--- src/rtl/alu_exec_unit_pkg.sv ---
// Shared execution-unit definitions: op encodings (common with the UIQ), datapath widths and
// the writeback entry layout carried through the result FIFO.
package alu_exec_unit_pkg;

  localparam int unsigned XLEN     = 32;
  localparam int unsigned PREG_W   = 6;
  localparam int unsigned ROB_W    = 6;
  localparam int unsigned OPTYPE_W = 4;
  localparam int unsigned ALUNUM_W = 2;

  // Op encodings as issued by the UIQ
  localparam logic [OPTYPE_W-1:0] OpAdd  = 4'd1;
  localparam logic [OPTYPE_W-1:0] OpAddi = 4'd2;
  localparam logic [OPTYPE_W-1:0] OpLui  = 4'd3;
  localparam logic [OPTYPE_W-1:0] OpOri  = 4'd4;
  localparam logic [OPTYPE_W-1:0] OpXor  = 4'd5;
  localparam logic [OPTYPE_W-1:0] OpSrai = 4'd6;
  localparam logic [OPTYPE_W-1:0] OpLb   = 4'd7;
  localparam logic [OPTYPE_W-1:0] OpLw   = 4'd8;
  localparam logic [OPTYPE_W-1:0] OpSb   = 4'd9;
  localparam logic [OPTYPE_W-1:0] OpSw   = 4'd10;

  // Result FIFO payload, ordered {illegal, PC, ROBNum, destReg, data}
  typedef struct packed {
    logic              illegal;
    logic [XLEN-1:0]   pc;
    logic [ROB_W-1:0]  rob;
    logic [PREG_W-1:0] dest;
    logic [XLEN-1:0]   data;
  } wb_entry_t;

  localparam int unsigned WbEntryW = $bits(wb_entry_t);

  // Loads and stores only need their effective address from this unit
  function automatic logic is_mem_op(input logic [OPTYPE_W-1:0] op);
    return (op == OpLb) || (op == OpLw) || (op == OpSb) || (op == OpSw);
  endfunction

endpackage

--- src/rtl/alu_exec_unit_if.sv ---
// Issue and writeback bundle of one ALU issue slot. master = UIQ/ROB side, slave = exec unit.
interface alu_exec_unit_if;
  import alu_exec_unit_pkg::*;

  logic                issue_valid_in;
  logic [XLEN-1:0]     PC_in;
  logic [OPTYPE_W-1:0] optype_in;
  logic [ALUNUM_W-1:0] aluNum_in;
  logic [XLEN-1:0]     srcReg1_data_in;
  logic [XLEN-1:0]     srcReg2_data_in;
  logic [XLEN-1:0]     imm_in;
  logic [PREG_W-1:0]   destReg_in;
  logic [ROB_W-1:0]    ROBNum_in;
  logic                fu_ready_out;

  logic                wb_valid_out;
  logic                wb_ready_in;
  logic [XLEN-1:0]     wb_data_out;
  logic [PREG_W-1:0]   wb_destReg_out;
  logic [ROB_W-1:0]    wb_ROBNum_out;
  logic [XLEN-1:0]     wb_PC_out;
  logic                wb_illegal_out;

  modport master (
    output issue_valid_in, PC_in, optype_in, aluNum_in, srcReg1_data_in, srcReg2_data_in,
           imm_in, destReg_in, ROBNum_in, wb_ready_in,
    input  fu_ready_out, wb_valid_out, wb_data_out, wb_destReg_out, wb_ROBNum_out, wb_PC_out,
           wb_illegal_out
  );

  modport slave (
    input  issue_valid_in, PC_in, optype_in, aluNum_in, srcReg1_data_in, srcReg2_data_in,
           imm_in, destReg_in, ROBNum_in, wb_ready_in,
    output fu_ready_out, wb_valid_out, wb_data_out, wb_destReg_out, wb_ROBNum_out, wb_PC_out,
           wb_illegal_out
  );

endinterface

--- src/rtl/alu_exec_unit_result_fifo.sv ---
// Synchronous result FIFO with explicit pointer wrap (Depth need not be a power of two).
// Simultaneous push and pop keeps occupancy unchanged.
module alu_exec_unit_result_fifo #(
  parameter int unsigned Depth = 2,
  parameter int unsigned Width = 8
) (
  input  logic             clk_i,
  input  logic             rst_i,
  input  logic             push_i,
  input  logic [Width-1:0] wdata_i,
  input  logic             pop_i,
  output logic [Width-1:0] rdata_o,
  output logic             empty_o
);

  localparam int unsigned PtrW = (Depth > 1) ? $clog2(Depth) : 1;
  localparam int unsigned CntW = $clog2(Depth + 1);

  logic [Width-1:0] mem_q [Depth];
  logic [PtrW-1:0]  wr_ptr_q, wr_ptr_d;
  logic [PtrW-1:0]  rd_ptr_q, rd_ptr_d;
  logic [CntW-1:0]  count_q, count_d;
  logic             do_push, do_pop;

  assign empty_o = (count_q == '0);
  assign do_pop  = pop_i & ~empty_o;
  // Upstream credits keep a full FIFO from being pushed; the guard only protects storage
  assign do_push = push_i & (count_q != CntW'(Depth));
  assign rdata_o = mem_q[rd_ptr_q];

  // Next-state pointers and occupancy
  always_comb begin
    wr_ptr_d = wr_ptr_q;
    rd_ptr_d = rd_ptr_q;
    count_d  = count_q;
    if (do_push) begin
      wr_ptr_d = (wr_ptr_q == PtrW'(Depth - 1)) ? '0 : wr_ptr_q + PtrW'(1);
    end
    if (do_pop) begin
      rd_ptr_d = (rd_ptr_q == PtrW'(Depth - 1)) ? '0 : rd_ptr_q + PtrW'(1);
    end
    if (do_push && !do_pop) begin
      count_d = count_q + CntW'(1);
    end else if (do_pop && !do_push) begin
      count_d = count_q - CntW'(1);
    end
  end

  // Pointer and occupancy registers
  always_ff @(posedge clk_i or posedge rst_i) begin
    if (rst_i) begin
      wr_ptr_q <= '0;
      rd_ptr_q <= '0;
      count_q  <= '0;
    end else begin
      wr_ptr_q <= wr_ptr_d;
      rd_ptr_q <= rd_ptr_d;
      count_q  <= count_d;
    end
  end

  // Storage; contents are don't-care while the entry is not occupied
  always_ff @(posedge clk_i) begin
    if (do_push) begin
      mem_q[wr_ptr_q] <= wdata_i;
    end
  end

endmodule

--- src/rtl/alu_exec_unit.sv ---
// ALU execution unit behind one UIQ issue slot: S1 operand latch, result mux, result FIFO and
// credit counter driving fu_ready_out. Fixed issue-to-writeback latency of two cycles.
// Optional feature: define EXEC_AGU_EN to execute LB/LW/SB/SW as address generation (s1+imm);
// otherwise they complete as illegal with zero data.
module alu_exec_unit
  import alu_exec_unit_pkg::*;
#(
  parameter int unsigned         RES_DEPTH = 2,
  parameter logic [ALUNUM_W-1:0] FU_ID     = '0
) (
  input  logic           clk,
  input  logic           rst,
  alu_exec_unit_if.slave io
);

  localparam int unsigned CntW = $clog2(RES_DEPTH + 1);

  logic                accept;
  logic                pop;
  logic                fifo_empty;
  wb_entry_t           result;
  wb_entry_t           head;
  logic [WbEntryW-1:0] head_raw;

  logic                s1_valid_q, s1_valid_d;
  logic [OPTYPE_W-1:0] s1_op_q,    s1_op_d;
  logic [XLEN-1:0]     s1_a_q,     s1_a_d;
  logic [XLEN-1:0]     s1_b_q,     s1_b_d;
  logic [XLEN-1:0]     s1_imm_q,   s1_imm_d;
  logic [XLEN-1:0]     s1_pc_q,    s1_pc_d;
  logic [PREG_W-1:0]   s1_dest_q,  s1_dest_d;
  logic [ROB_W-1:0]    s1_rob_q,   s1_rob_d;

  logic [CntW-1:0]     cnt_q, cnt_d;
  logic                fu_ready_q, fu_ready_d;

  assign accept = io.issue_valid_in & fu_ready_q & (io.aluNum_in == FU_ID);
  assign pop    = ~fifo_empty & io.wb_ready_in;

  // S1 capture: operands load only on an accepted issue, valid tracks accept every cycle
  always_comb begin
    s1_valid_d = accept;
    s1_op_d    = s1_op_q;
    s1_a_d     = s1_a_q;
    s1_b_d     = s1_b_q;
    s1_imm_d   = s1_imm_q;
    s1_pc_d    = s1_pc_q;
    s1_dest_d  = s1_dest_q;
    s1_rob_d   = s1_rob_q;
    if (accept) begin
      s1_op_d   = io.optype_in;
      s1_a_d    = io.srcReg1_data_in;
      s1_b_d    = io.srcReg2_data_in;
      s1_imm_d  = io.imm_in;
      s1_pc_d   = io.PC_in;
      s1_dest_d = io.destReg_in;
      s1_rob_d  = io.ROBNum_in;
    end
  end

  // S1 register; reset discards any op in flight
  always_ff @(posedge clk or posedge rst) begin
    if (rst) begin
      s1_valid_q <= 1'b0;
      s1_op_q    <= '0;
      s1_a_q     <= '0;
      s1_b_q     <= '0;
      s1_imm_q   <= '0;
      s1_pc_q    <= '0;
      s1_dest_q  <= '0;
      s1_rob_q   <= '0;
    end else begin
      s1_valid_q <= s1_valid_d;
      s1_op_q    <= s1_op_d;
      s1_a_q     <= s1_a_d;
      s1_b_q     <= s1_b_d;
      s1_imm_q   <= s1_imm_d;
      s1_pc_q    <= s1_pc_d;
      s1_dest_q  <= s1_dest_d;
      s1_rob_q   <= s1_rob_d;
    end
  end

  // Result mux over the S1 operands
  always_comb begin
    result         = '0;
    result.pc      = s1_pc_q;
    result.rob     = s1_rob_q;
    result.dest    = s1_dest_q;
    result.illegal = 1'b0;
    case (s1_op_q)
      OpAdd:   result.data = s1_a_q + s1_b_q;
      OpAddi:  result.data = s1_a_q + s1_imm_q;
      OpLui:   result.data = s1_imm_q;
      OpOri:   result.data = s1_a_q | s1_imm_q;
      OpXor:   result.data = s1_a_q ^ s1_b_q;
      OpSrai:  result.data = XLEN'($signed(s1_a_q) >>> s1_imm_q[4:0]);
      default: begin
`ifdef EXEC_AGU_EN
        if (is_mem_op(s1_op_q)) begin
          result.data = s1_a_q + s1_imm_q;
        end else begin
          result.illegal = 1'b1;
        end
`else
        result.illegal = 1'b1;
`endif
      end
    endcase
  end

  alu_exec_unit_result_fifo #(
    .Depth (RES_DEPTH),
    .Width (WbEntryW)
  ) u_result_fifo (
    .clk_i   (clk),
    .rst_i   (rst),
    .push_i  (s1_valid_q),
    .wdata_i (result),
    .pop_i   (pop),
    .rdata_o (head_raw),
    .empty_o (fifo_empty)
  );

  assign head = wb_entry_t'(head_raw);

  // Credits: S1 occupancy plus FIFO occupancy; ready is registered from the next count
  always_comb begin
    cnt_d      = cnt_q + CntW'(accept) - CntW'(pop);
    fu_ready_d = (cnt_d < CntW'(RES_DEPTH));
  end

  // Credit counter and ready flag
  always_ff @(posedge clk or posedge rst) begin
    if (rst) begin
      cnt_q      <= '0;
      fu_ready_q <= 1'b1;
    end else begin
      cnt_q      <= cnt_d;
      fu_ready_q <= fu_ready_d;
    end
  end

  // Writeback outputs are forced to zero whenever no entry is presented
  always_comb begin
    io.fu_ready_out   = fu_ready_q;
    io.wb_valid_out   = ~fifo_empty;
    io.wb_data_out    = '0;
    io.wb_destReg_out = '0;
    io.wb_ROBNum_out  = '0;
    io.wb_PC_out      = '0;
    io.wb_illegal_out = 1'b0;
    if (!fifo_empty) begin
      io.wb_data_out    = head.data;
      io.wb_destReg_out = head.dest;
      io.wb_ROBNum_out  = head.rob;
      io.wb_PC_out      = head.pc;
      io.wb_illegal_out = head.illegal;
    end
  end

endmodule
--- src/flat_wrapper.sv ---
// flat-port wrapper written by rule: the top's interface ports become plain ports
module alu_exec_unit_flat import alu_exec_unit_pkg::*;
#(
  parameter int unsigned         RES_DEPTH = 2,
  parameter logic [ALUNUM_W-1:0] FU_ID     = '0
)
  (clk, rst, io_issue_valid_in, io_PC_in, io_optype_in, io_aluNum_in, io_srcReg1_data_in, io_srcReg2_data_in, io_imm_in, io_destReg_in, io_ROBNum_in, io_wb_ready_in, io_fu_ready_out, io_wb_valid_out, io_wb_data_out, io_wb_destReg_out, io_wb_ROBNum_out, io_wb_PC_out, io_wb_illegal_out);
  alu_exec_unit_if io_i ();
  input  logic clk;
  input  logic rst;
  input wire logic [$bits(io_i.issue_valid_in)-1:0] io_issue_valid_in;
  input wire logic [$bits(io_i.PC_in)-1:0] io_PC_in;
  input wire logic [$bits(io_i.optype_in)-1:0] io_optype_in;
  input wire logic [$bits(io_i.aluNum_in)-1:0] io_aluNum_in;
  input wire logic [$bits(io_i.srcReg1_data_in)-1:0] io_srcReg1_data_in;
  input wire logic [$bits(io_i.srcReg2_data_in)-1:0] io_srcReg2_data_in;
  input wire logic [$bits(io_i.imm_in)-1:0] io_imm_in;
  input wire logic [$bits(io_i.destReg_in)-1:0] io_destReg_in;
  input wire logic [$bits(io_i.ROBNum_in)-1:0] io_ROBNum_in;
  input wire logic [$bits(io_i.wb_ready_in)-1:0] io_wb_ready_in;
  output wire logic [$bits(io_i.fu_ready_out)-1:0] io_fu_ready_out;
  output wire logic [$bits(io_i.wb_valid_out)-1:0] io_wb_valid_out;
  output wire logic [$bits(io_i.wb_data_out)-1:0] io_wb_data_out;
  output wire logic [$bits(io_i.wb_destReg_out)-1:0] io_wb_destReg_out;
  output wire logic [$bits(io_i.wb_ROBNum_out)-1:0] io_wb_ROBNum_out;
  output wire logic [$bits(io_i.wb_PC_out)-1:0] io_wb_PC_out;
  output wire logic [$bits(io_i.wb_illegal_out)-1:0] io_wb_illegal_out;
  assign io_i.issue_valid_in = io_issue_valid_in;
  assign io_i.PC_in = io_PC_in;
  assign io_i.optype_in = io_optype_in;
  assign io_i.aluNum_in = io_aluNum_in;
  assign io_i.srcReg1_data_in = io_srcReg1_data_in;
  assign io_i.srcReg2_data_in = io_srcReg2_data_in;
  assign io_i.imm_in = io_imm_in;
  assign io_i.destReg_in = io_destReg_in;
  assign io_i.ROBNum_in = io_ROBNum_in;
  assign io_i.wb_ready_in = io_wb_ready_in;
  assign io_fu_ready_out = io_i.fu_ready_out;
  assign io_wb_valid_out = io_i.wb_valid_out;
  assign io_wb_data_out = io_i.wb_data_out;
  assign io_wb_destReg_out = io_i.wb_destReg_out;
  assign io_wb_ROBNum_out = io_i.wb_ROBNum_out;
  assign io_wb_PC_out = io_i.wb_PC_out;
  assign io_wb_illegal_out = io_i.wb_illegal_out;
  alu_exec_unit #(.RES_DEPTH(RES_DEPTH), .FU_ID(FU_ID)) u_core (.clk(clk), .rst(rst), .io(io_i));
endmodule
--- config.mk ---
export PLATFORM = sky130hd
export DESIGN_NAME = alu_exec_unit_flat
export DESIGN_NICKNAME = d
export VERILOG_FILES = /design/src/rtl/alu_exec_unit_pkg.sv /design/src/rtl/alu_exec_unit_if.sv /design/src/rtl/alu_exec_unit_result_fifo.sv /design/src/rtl/alu_exec_unit.sv /design/src/flat_wrapper.sv
export SDC_FILE = /design/constraint.sdc
export NUM_CORES = 1
export LEC_CHECK = 0
export ABC_AREA = 0
export CAP_MARGIN = 10
export CORE_AREA = 10 10 215 217
export CTS_BUF_LIST = sky130_fd_sc_hd__clkbuf_2 sky130_fd_sc_hd__clkbuf_4 sky130_fd_sc_hd__clkbuf_8
export DETAILED_ROUTE_END_ITERATION = 8
export DIE_AREA = 0 0 225 227
export DONT_BUFFER_PORTS = 1
export PLACE_DENSITY = 0.6
export SLEW_MARGIN = 10
export SYNTH_ARGS = -nofsm -noshare
export SYNTH_HDL_FRONTEND = slang
export SYNTH_HIERARCHICAL = 1
export SYNTH_SLANG_ARGS = --single-unit
--- constraint.sdc ---
create_clock -name clk -period 9.85 [get_ports clk]
set_input_delay 0.4925 -clock clk [delete_from_list [all_inputs] [get_ports clk]]
set_output_delay 0.4925 -clock clk [all_outputs]
set_load 0.01 [all_outputs]
======== After elaboration in Yosys (flattened, before gate mapping) ========
Memory sizes are Yosys's and may differ from the RTL's.
Index checks and enable logic that the tools add are counted.
cells by class
  add/sub/neg operators ................... 8
  magnitude comparators ................... 1
  eq/ne operators ......................... 7
  shifts and indexed selects .............. 1
  mux-type cells .......................... 13
  bitwise logic cells ..................... 8
  reduce and logical (&&, ||, !) cells .... 8
operators by type and width
  kind                                                             number
  32-bit one-hot mux with 6 select lines                           1
  32-bit adder                                                     2
  32-bit 2-to-1 mux                                                2
  32-bit OR                                                        1
  32-bit by 5-bit >>> shifter with 32-bit output                   1
  32-bit bitwise XOR                                               1
  4-bit by 3-bit == test with 1-bit output, second input constant  3
  6-bit 2-to-1 mux                                                 2
  4-bit by 2-bit == test with 1-bit output, second input constant  2
  1-bit 2-to-1 mux                                                 6
  6-bit OR reduction                                               1
  1-bit bitwise AND                                                5
  4-bit by 1-bit == test with 1-bit output, second input constant  1
  2-bit zero test                                                  2
  2-bit 2-to-1 mux                                                 2
  1-bit adder, second input constant                               2
  2-bit by 1-bit adder with 2-bit output                           1
  2-bit by 1-bit adder with 2-bit output, second input constant    1
  1-bit logical AND                                                2
  1-bit zero test                                                  2
  2-bit less-than comparator, second input constant                1
  2-bit inequality test, second input constant                     1
  2-bit nonzero test                                               1
  2-bit by 1-bit subtractor with 2-bit output                      1
  2 further kinds                                                  2
word-level totals
  register bits after elaboration ......... 152
  bits in writable memories ............... 154
  input port bits ......................... 150
  output and inout bits ................... 79
  word-level logic and storage cells ...... 60
  memories ................................ 1
memories
  memory                      depth  bits a word  rd ports  clocked after memory_dff  write ports  RTL line                         source
  u_core.u_result_fifo.mem_q  2      77           1         0                         1            alu_exec_unit_result_fifo.sv:19  logic [Width-1:0] mem_q [Depth];

======== Logic depth before layout (Yosys ltp) ========
  word-level depth ........................ 7
  mapped depth ............................ 15
  depth with buffers taken out ............ 14

======== Cells and area by module ========
The synthesis kept the hierarchy.
by module, submodules not included
  module                     times used  cells an instance  area each (um^2)  sequential area each (um^2)
  alu_exec_unit              1           1109               10780.3           3704.8
  alu_exec_unit_result_fifo  1           260                5833.1            4724.5

======== Worst setup path after synthesis ========
No wires, ideal clock.
  path kind ............................... reg2reg
  start ................................... register u_core.u_result_fifo.count_q[1]
  end ..................................... memory u_core/u_result_fifo/mem_q[0][0] (netlist name) (enable)
  library setup time ...................... 513 ps
  arrival time ............................ 3790 ps
  data required time ...................... 9337 ps
  setup slack ............................. 5547 ps
  stages on the path, launching flop included .. 4
  path buffers ............................ 0
  clock period less this slack ............ 4303 ps
  cell sequence ........................... dfrtp_1 inv_1 o21ai_1 nor2_1
between the ends
  cells in the longest elaborated chain, start to end .. 4
ends and longest elaborated chain
  what                                    RTL line                         source
  from (decl)                             alu_exec_unit_result_fifo.sv:22  logic [CntW-1:0] count_q, count_d;
  from (signal assigned)                  alu_exec_unit_result_fifo.sv:58  count_q <= count_d;
  2-bit inequality test                   alu_exec_unit_result_fifo.sv:28  assign do_push = push_i & (count_q != CntW'(Depth));
  1-bit bitwise AND                       alu_exec_unit_result_fifo.sv:28
  1-bit 2-to-1 mux                        alu_exec_unit_result_fifo.sv:64  if (do_push) begin
  1-bit 2-to-1 mux (not written as such)  alu_exec_unit_result_fifo.sv:65  mem_q[wr_ptr_q] <= wdata_i;
  to (decl)                               alu_exec_unit_result_fifo.sv:19
Every way passes these cells.

==> impl_results.md <==
- RSZ-0062 raised after global routing: false
- Register area share after synthesis: 0.5074
- CP bufs+invs: 3
- Post-synth ARST share: 0.4967
- Fmax: 0.1900 GHz
- Clk buf depth: 3
- Die height: 227 um
- Worst path cell trace: buf_4 > nor2b_1 > nor3b_4 > buf_4 > mux2_2 > ha_1 > inv_1 > fa_1 > nor2b_1 > o2111ai_1 > a21oi_1 > o21ai_0 > a31oi_1 > a41oi_1 > xor2_1 > o21ai_0
- EDFF count, synth: 154
- Worst EP arrival: 5.70 ns
- Detailed-route wire length per cell: 23.58 um
- Flops & latches, synth: 306
- Max Slew Vio Count: 0
- P&R area growth vs syn: 18.04%
- Util after Layout: 0.4696
- Worst ir drop on vdd: 190.6 uV
- # clock sinks: 306
- Share of cells above drive strength 1: 0.2531
- Final Hold Fails: 0
- Mapped Nets: 1559
- Initial Util: 0.3978
- Largest net degree at the start of global routing: 152
- GP Congestion: 0.9591
- Drt drc: 0
- Skew-Pair Late Insertion Delay: 0.63 ns
- Setup crit start kind: register
- # Max-Cap Violations: 0
- Fin area: 19610 um^2
- Cell Rows: 75
- Via count: 11580
- Hold-fix buffers, CTS: 143
- Post-route insts no fill: 2076
- Critical Path Fanout Max: 42
- TNS Setup: 0 ns
- Tcrit/Tclk final: 0.5344
- Antenna viol nets, final: 0
- Vias per std cell: 5.578
- Iter 0 DRT Violations: 956
- Post-route clock skew: 0.02427 ns
- GRT Overall Usage: 0.1877
- Placed Area: 17050 um^2
- Die area: 51080 um^2
- Endpoint class of the critical path: register
- Min-Delay Path Class: input port to register
- CTS buffer count: 53
- Time the worst path needs with I/O delays and setup: 5.264 ns
- CORE AREA: 41760 um^2
- Yosys Warn Count: 6
- Vias in the first global route: 11760
- Worst-margin pin slew: 1.165 ns
- Fill count: 3740
- Mean Syn Cell Area: 12.14 um^2
- DP Wirelength: 33.97 mm
- Final setup viols: 0
- Critical path type: register to register
- Power Dens Cells: 377.6 nW/um^2
- CTS resizes: 0
- Synthesized area: 16610 um^2
- CP max stage cell: nor3b_4
- Post-Route WL: 48.95 mm
- Yosys cell types: 70
- Antenna violations before repair: 0
- PortBufs: 0
- Die Wd: 225 um
- Placed Cells incl. Taps: 1835
- Nets@finish: 1684
- IO Pins: 229
- Main synth FF type: edfxtp_1
- Diodes inserted: 0
- Clk pin slew, worst setup/hold paths: 0.07 ns
- TritonCTS clock tree: yes
- Post-CTS Setup Bufs: 0
- CP Data Required Time: 10.28 ns
- Htree depth: 2
- First-pass GRT wire length: 73.42 mm
- Run status: completed
- Worst stage delay on the critical path: 0.79 ns
- Top Family by Delay on Critical Path: compound AO/OA/AOI/OAI gates
- Root buffer cell: clkbuf_8
- Drt pass-1 iters: 7
- Slew margin rel.: 0.2215
- Remaining Overflow, GRT: 0
- Static Leak: 7.475 nW
- Mapped Cells: 1369
-- registers in the layout, indices dropped and copies added, names as in the netlist, 2 cells and up --
name	flops
u_core/cnt_q	2
u_core/s1_a_q	32
u_core/s1_b_q	32
u_core/s1_dest_q	6
u_core/s1_imm_q	32
u_core/s1_op_q	4
u_core/s1_pc_q	32
u_core/s1_rob_q	6
u_core/u_result_fifo/count_q	2
u_core/u_result_fifo/mem_q	154
-- final timing paths --
kind / from / endpoint / slack (ns) / cells past startpoint
min in group asynchronous: rst / u_core/u_result_fifo/wr_ptr_q$_DFFE_PP0P_ / 0.33 / 2
worst min-delay path: io_srcReg1_data_in[1] / u_core/s1_a_q[1]$_DFFE_PP0P_ / 0.06 / 2
worst min register to register: u_core/s1_pc_q[28]$_DFFE_PP0P_ / u_core/u_result_fifo/mem_q[1][72]$_DFFE_PP_ / 0.45 / 0
worst max-delay path: u_core/s1_op_q[0]$_DFFE_PP0P_ / u_core/u_result_fifo/mem_q[0][30]$_DFFE_PP_ / 4.59 / 16
worst max register to register: u_core/s1_op_q[0]$_DFFE_PP0P_ / u_core/u_result_fifo/mem_q[0][30]$_DFFE_PP_ / 4.59 / 16
max in group asynchronous: rst / u_core/s1_imm_q[14]$_DFFE_PP0P_ / 7.79 / 3
-- final cells by class --
cell class	instances	area (um^2)	share of cell area
repair buffers	157	1549	0.07899
flip-flops and latches	306	8434	0.4301
clock inverters	23	210.2	0.01072
clock buffers	75	919.6	0.04690
well taps	539	674.4	0.03439
multi-input cells	958	7750	0.3952
inverters	18	72.57	0.003701
-- worst register-to-register path, cell delays in order (launching register included) --
cell,delay (ns)
dfrtp_1,0.36
buf_4,0.28
nor2b_1,0.32
nor3b_4,0.79
buf_4,0.44
mux2_2,0.24
ha_1,0.17
inv_1,0.06
fa_1,0.43
nor2b_1,0.17
o2111ai_1,0.19
a21oi_1,0.24
o21ai_0,0.20
a31oi_1,0.50
a41oi_1,0.21
xor2_1,0.18
o21ai_0,0.26
-- cell usage after synthesis, drive strengths merged (5+ instances only) --
cell type | number | share of area
nand2 | 110 | 0.025
a211oi | 15 | 0.0071
a21o | 10 | 0.0046
edfxtp | 154 | 0.28
ha | 39 | 0.029
a21oi | 61 | 0.019
xnor2 | 39 | 0.021
inv | 17 | 0.0038
a31oi | 6 | 0.0023
xor2 | 25 | 0.013
o211ai | 12 | 0.0054
buf | 31 | 0.012
mux4 | 11 | 0.015
o21ai | 58 | 0.017
nand4 | 8 | 0.0030
nor2 | 70 | 0.016
nand2b | 5 | 0.0019
nor2b | 87 | 0.033
mux2i | 24 | 0.014
clkbuf | 55 | 0.013
a221oi | 18 | 0.0095
nor3 | 10 | 0.0033
o31ai | 7 | 0.0032
mux2 | 259 | 0.18
dfrtp | 151 | 0.23
nand3 | 9 | 0.0027
o221ai | 13 | 0.0069
a222oi | 8 | 0.0048
-- metrics by stage --
step | hold WS (ns) | power, mW | setup WS (ns)
global route | 0.02975 | 7.890 | 4.321
global placement | 0.2788 | 6.048 | 4.691
floorplan | 0.2586 | 5.043 | 5.379
CTS | 0.009279 | 7.417 | 4.553
finish | 0.05726 | 7.404 | 4.586
detailed placement | 0.2797 | 6.091 | 4.624
-- power by group --
group          switching (mW)  internal [mW]
Clock                   0.528          0.707
Combinational            2.28           1.59
Sequential              0.430           1.87
-- per-layer routing --
metal,share of wire,wire [um],vias to the layer above,track usage
li1,-,-,5339,-
met1,0.45,21800,5729,0.2491
met5,0,0,-,0
met3,0.066,3234,84,0.04362
met4,0.026,1262,0,0.06010
met2,0.46,22660,428,0.2986
-- cells in the final DEF (no fill, tap or decap), types with 49 or more instances in the layout --
cell	count
edfxtp_1	154
nor2_1	66
nand2_1	110
mux2_2	239
nor2b_1	87
dfrtp_1	149
a21oi_1	60
clkbuf_8	57
o21ai_0	49
dlygate4sd3_1	143
-- cell families (layout without fill, tap and decap cells) --
logic type               after synthesis  in the layout  share of synthesized area
AO/OA/AOI/OAI                        245            245                    0.09904
adder cells (fa/ha/maj)               40             40                    0.03058
AND/OR/NAND/NOR                      315            315                    0.09090
multiplexers                         294            294                     0.2094
XOR/XNOR                              64             64                    0.03374
buffers and inverters                105            273                    0.02892
flip-flops                           306            306                     0.5074
No activity file was read; power rests on OpenSTA's default activity.
